===== config.mk =====
export PLATFORM = sky130hd
export DESIGN_NAME = mult_seq
export DESIGN_NICKNAME = d
export VERILOG_FILES = /design/src/rtl/mult_seq.sv
export SDC_FILE = /design/constraint.sdc
export NUM_CORES = 1
export LEC_CHECK = 0
export ABC_AREA = 1
export BUFFER_PORTS_ARGS = -buffer_cell sky130_fd_sc_hd__buf_2
export CAP_MARGIN = 0
export CORE_ASPECT_RATIO = 0.7
export CORE_MARGIN = 3
export CORE_UTILIZATION = 31
export DETAILED_ROUTE_END_ITERATION = 16
export PLACE_DENSITY_LB_ADDON = 0.25
export REMOVE_ABC_BUFFERS = 1
export SLEW_MARGIN = 20
export SYNTH_ARGS = -nofsm -noshare
export SYNTH_HDL_FRONTEND = slang
export SYNTH_SLANG_ARGS = --single-unit
export TNS_END_PERCENT = 10

===== constraint.sdc =====
create_clock -name clock -period 1.8 [get_ports clock]
set_input_delay 0.18 -clock clock [delete_from_list [all_inputs] [get_ports clock]]
set_output_delay 0.18 -clock clock [all_outputs]
set_load 0.01 [all_outputs]

===== src/rtl/mult_seq.sv =====
// mult_seq: sequential 32x32 shift-and-add multiplier that borrows the
// shared ALU adder for one accumulation per granted cycle.
// Ports:
//   clock, ctrl_reset             - clock, synchronous active-high reset
//   ctrl_MULT                     - start request
//   data_operandA/B               - multiplicand / multiplier, taken on start
//   data_result, data_resultRDY   - low 32 product bits, one-cycle ready pulse
//   busy                          - high while running or presenting a result
//   alu_req, alu_grant            - ALU request / ownership for this cycle
//   alu_opcode, alu_operandA/B,
//   alu_shiftamt                  - operation and operands sent to the ALU
//   alu_result                    - combinational ALU sum
module mult_seq (
   input  logic        clock,
   input  logic        ctrl_reset,
   input  logic        ctrl_MULT,
   input  logic [31:0] data_operandA,
   input  logic [31:0] data_operandB,
   output logic [31:0] data_result,
   output logic        data_resultRDY,
   output logic        busy,
   output logic        alu_req,
   input  logic        alu_grant,
   output logic [4:0]  alu_opcode,
   output logic [31:0] alu_operandA,
   output logic [31:0] alu_operandB,
   output logic [4:0]  alu_shiftamt,
   input  logic [31:0] alu_result
);

   typedef enum logic [1:0] {
      IDLE = 2'd0,
      RUN  = 2'd1,
      DONE = 2'd2
   } state_t;

   state_t      state;
   logic [31:0] mcand;
   logic [31:0] mplier;
   logic [31:0] acc;
   logic [4:0]  count;
   logic        last;

   // Finish once no set multiplier bits remain above the one being
   // consumed now, or when the 32nd iteration is under way.
   assign last = (mplier[31:1] == 31'd0) || (count == 5'd31);

   // alu_req is high exactly in RUN, so it gates the operands.
   assign alu_opcode   = 5'b00000;
   assign alu_shiftamt = 5'd0;
   assign alu_operandA = alu_req ? acc : 32'd0;
   assign alu_operandB = (alu_req && mplier[0]) ? mcand : 32'd0;

   always_ff @(posedge clock) begin
      if (ctrl_reset) begin
         state          <= IDLE;
         mcand          <= 32'd0;
         mplier         <= 32'd0;
         acc            <= 32'd0;
         count          <= 5'd0;
         data_result    <= 32'd0;
         data_resultRDY <= 1'b0;
         busy           <= 1'b0;
         alu_req        <= 1'b0;
      end else begin
         data_resultRDY <= 1'b0;
         unique case (state)
            IDLE: begin
               if (ctrl_MULT) begin
                  mcand   <= data_operandA;
                  mplier  <= data_operandB;
                  acc     <= 32'd0;
                  count   <= 5'd0;
                  state   <= RUN;
                  busy    <= 1'b1;
                  alu_req <= 1'b1;
               end
            end
            RUN: begin
               // Without the grant nothing moves; operands stay presented.
               if (alu_grant) begin
                  acc    <= alu_result;
                  mcand  <= {mcand[30:0], 1'b0};
                  mplier <= {1'b0, mplier[31:1]};
                  count  <= count + 5'd1;
                  if (last) begin
                     state          <= DONE;
                     data_result    <= alu_result;
                     data_resultRDY <= 1'b1;
                     alu_req        <= 1'b0;
                  end
               end
            end
            DONE: begin
               // A new start here chains directly into the next operation.
               if (ctrl_MULT) begin
                  mcand   <= data_operandA;
                  mplier  <= data_operandB;
                  acc     <= 32'd0;
                  count   <= 5'd0;
                  state   <= RUN;
                  busy    <= 1'b1;
                  alu_req <= 1'b1;
               end else begin
                  state   <= IDLE;
                  busy    <= 1'b0;
               end
            end
            default: begin
               state   <= IDLE;
               busy    <= 1'b0;
               alu_req <= 1'b0;
            end
         endcase
      end
   end

endmodule


==> results.md <==
- Sequential share of power: 42.3%
- Number of global-route vias before repair: 5562
- Detail-routed via count per cell: 4.51
- Largest net degree at the start of global routing: 96
- Fraction of power consumed by the clock network: 44.3%
- CTS tree: yes
- Cell Area, Synth: 6020 um2
- Fin crit period: 1.70 ns
- Max-capacitance violation count: 0
- Fill cells: 1917
- Number of nets with antenna violations after routing: 0
- Wire length after detailed routing: 18.0 mm
- Accumulated negative setup slack: 0 ns
- Number of I/O pins: 209
- Worst reg2reg path endpoint: data_result[0]
- Placed wire-length estimate after detailed placement: 11.6 mm
- Total global routing track utilization: 16.1%
- Hold Crit Start: data_operandB[6]
- Share of post-route cells with drive strength above 1: 24.5%
- Worst-path clk slew: 0.06 ns
- Area taken by flip-flops and latches: 2770 um2
- Post-Synthesis Cells: 869
- Slowest stage cell, crit path: sky130_fd_sc_hd__dfxtp_2
- Layout area overhead: 35.8%
- Minimum setup slack among reg-to-reg paths: 0.1 ns
- Critical path cell sequence: ha_1, nand2_1, nor2_1, ha_1, inv_1, o21ai_4, nand2_4, nor2_4, nand2_1, nand2_1
- Source of the worst register-to-register timing path: count[0]
- Pwr per Cell Area: 966 nW/um2
- Synth warnings: 0
- Die span in y: 123 um
- Port bufs: 198
- Final count of pins violating max slew: 0
- Min-delay worst type: primary input to register
- Library cell used as clock root buffer: sky130_fd_sc_hd__clkbuf_16
- Antenna violations before repair: 1
- Number of buffers inserted during clock tree synthesis: 17
- Depth of the most critical reg-to-reg path: 10
- Result of the run: finished clean
- Peak supply drop: 520 uV
- Largest driver fanout on the critical path: 7
- Count of endpoints failing setup in the final report: 0
- Placed Instances: 1276
- NetSw: 2.12 mW
- Post-synth top area share: 45.9%
- Initial DRT Pass Iterations: 5
- Number of H-tree levels: 4
- Data arrival time of the critical path: 2.06 ns
- Sequential area share after synthesis: 45.9%
- Area of combinational cells with multiple inputs: 2650 um2
- Count of cells along the worst hold path: 3
- Distinct cells, synth: 24
- Final clock period utilization by the worst path: 94.5%
- Leakage power of the design: 4.05 nW
- Switching Fraction: 26.9%
- Critical path's most frequent cell: sky130_fd_sc_hd__nand2_1
- Full die area: 21200 um2
- Clock insertion delay at the later pin of the skew report: 0.41 ns
- Initial DRC Count: 525
- End of the worst hold path: mplier[6]
- Post-Route Skew: 0.0104 ns
- Starting density of the core: 32.5%
- Worst Path Buf+Inv: 1
- CP Data Required Time: 2.16 ns
- Vias after detailed routing: 6053
- Internal power component: 5.78 mW
- Kind of end point of the critical path: register
- Rows: 41
- Synthesis-stage register bit count: 138
- Largest stage delay on the critical path: 0.35 ns
- Final #Nets: 1174
- Largest cells by area after synthesis: sky130_fd_sc_hd__dfxtp_1, sky130_fd_sc_hd__nand2_1, sky130_fd_sc_hd__o21ai_0, sky130_fd_sc_hd__a21oi_1, sky130_fd_sc_hd__inv_1
- N_diodes: 0
- Worst hold-check slack: 0.0299 ns
- Final weighted congestion in routability-driven placement: 0.741
- Category of the most critical setup path: register to register
- Total clock sinks: 138
- Post-synth top area cell: sky130_fd_sc_hd__dfxtp_1
- Top library cells by usage in the layout, fill and taps aside: sky130_fd_sc_hd__nand2_1, sky130_fd_sc_hd__buf_2, sky130_fd_sc_hd__dfxtp_1, sky130_fd_sc_hd__o21ai_0, sky130_fd_sc_hd__a21oi_1
- WL/cell: 13.4 um
- Standard cell core area: 18500 um2
- Final Cell Area: 8180 um2
- Number of buffers between clock root and the deepest sink: 2
- Wire length of the first global-routing pass: 27.9 mm
- Element type at the critical path start: register
- Kind of cell adding the most delay to the critical path: simple AND/OR/NAND/NOR gates
- Final Hold Violating Endpoints: 0
- Die width: 173 um
- Portion of total power attributed to combinational logic: 13.4%
- Most common cell after layout, fill and taps aside: sky130_fd_sc_hd__nand2_1
- Global-route congestion overflow total: 0
- Post-route non-filler standard cell count: 1343
- Average footprint of a synthesized cell: 6.93 um2
- Remaining design rule violation count: 0
- Final core utilization: 44.2%
- Fmax achieved: 588 MHz
- Cell area after placement: 7200 um2
==> tightest hold or removal path, delay by kind of cell <==
kind / cells / cell delay, ns
buf+inv: 1 / 0.09
compound gates: 1 / 0.07
simple gates: 1 / 0.05
==> routing by layer <==
metal | global-route usage (%) | up-vias | share of wire (%)
met5 | 0 | - | 0.067
met4 | 4.15 | 2 | 0.95
met3 | 5.10 | 12 | 6.7
met2 | 23.7 | 191 | 42
met1 | 22.9 | 2684 | 50
li1 | - | 3164 | -
==> synth_stat cells <==
cell type and number:
sky130_fd_sc_hd__ha_1 2, sky130_fd_sc_hd__nor2_1 57, sky130_fd_sc_hd__buf_2 23, sky130_fd_sc_hd__buf_1 4
sky130_fd_sc_hd__o21ai_0 83, sky130_fd_sc_hd__nand3_1 36, sky130_fd_sc_hd__inv_1 74, sky130_fd_sc_hd__a31oi_1 31
sky130_fd_sc_hd__nor3_1 2, sky130_fd_sc_hd__inv_2 3, sky130_fd_sc_hd__nand2_4 1, sky130_fd_sc_hd__conb_1 1
sky130_fd_sc_hd__nand2_1 276, sky130_fd_sc_hd__nor4_1 1, sky130_fd_sc_hd__o21ai_1 11, sky130_fd_sc_hd__buf_6 3
sky130_fd_sc_hd__nor2_4 1, sky130_fd_sc_hd__o21ai_4 1, sky130_fd_sc_hd__a21oi_1 75, sky130_fd_sc_hd__buf_4 16
sky130_fd_sc_hd__clkbuf_1 27, sky130_fd_sc_hd__nand2_2 2, sky130_fd_sc_hd__dfxtp_1 138, sky130_fd_sc_hd__nor2_8 1
==> area by class of cell <==
class / instances / share of cell area, %
clock buffer: 19 / 5.54
tap: 258 / 3.95
inverter: 77 / 3.55
sequential: 138 / 33.8
clock inverter: 13 / 1.76
multi-input combinational: 592 / 32.4
timing repair buffer: 246 / 19.0
==> power by group through the flow <==
| stage | Sequential (mW) | Combinational, mW | Clock, mW |
|---|---|---|---|
| finish | 3.34 | 1.06 | 3.50 |
| global route | 3.37 | 1.22 | 3.71 |
| CTS | 3.34 | 1.06 | 3.59 |
| detailed placement | 3.41 | 1.01 | 0 |
| global placement | 3.40 | 1.01 | 0 |
| floorplan | 3.42 | 0.554 | 0 |
==> worst max-delay path by stage <==
stage | startpoint | endpoint | slack (ns) | depth (start not counted)
final | count[0] | data_result[0] | 0.1 | 10
after global routing | count[0] | data_result[22] | -0.01 | 10
after CTS | count[0] | data_result[21] | 0.02 | 10
after detailed placement | count[0] | data_result[10] | 0.04 | 10
after global placement | count[0] | data_result[2] | 0.08 | 10
after floorplan | state[0] | mcand[10] | -1.69 | 6
==> through the flow <==
step           worst slack [ns]  total power [mW]
3_3_place_gp             0.0795              4.42
5_1_grt                 -0.0106              8.29
6_report                 0.0993              7.90
2_1_floorplan             -1.69              3.97
3_5_place_dp             0.0356              4.42
4_1_cts                  0.0173              8.00
==> cells by family (layout without fill, tap and decap cells) <==
kind of cell	after synthesis	after routing	share of synthesized area, %
DFF	138	138	45.9
buffers and inverters	150	355	11.2
and+or+nand+nor	377	379	24.9
other	1	10	0.0623
adders and majority gates	2	2	0.415
AOI/OAI and AO/OA	201	201	17.5
==> repair_timing <==
item / 4_1_cts / 5_1_grt
buffers inserted: 0 / 3
hold buffers: 29 / 0
resized for setup: 0 / 5
endpoints found under the setup margin: 0 / 30
hold endpoints to repair: 29 / 0
==> registers in the layout, indices dropped and copies added, names as in the netlist <==
signal          cells
alu_req             1
data_resultRDY      1
state               2
busy                1
mplier             32
acc                32
mcand              32
data_result        32
count               5
Note: power is estimated with default switching activity, not from simulation.
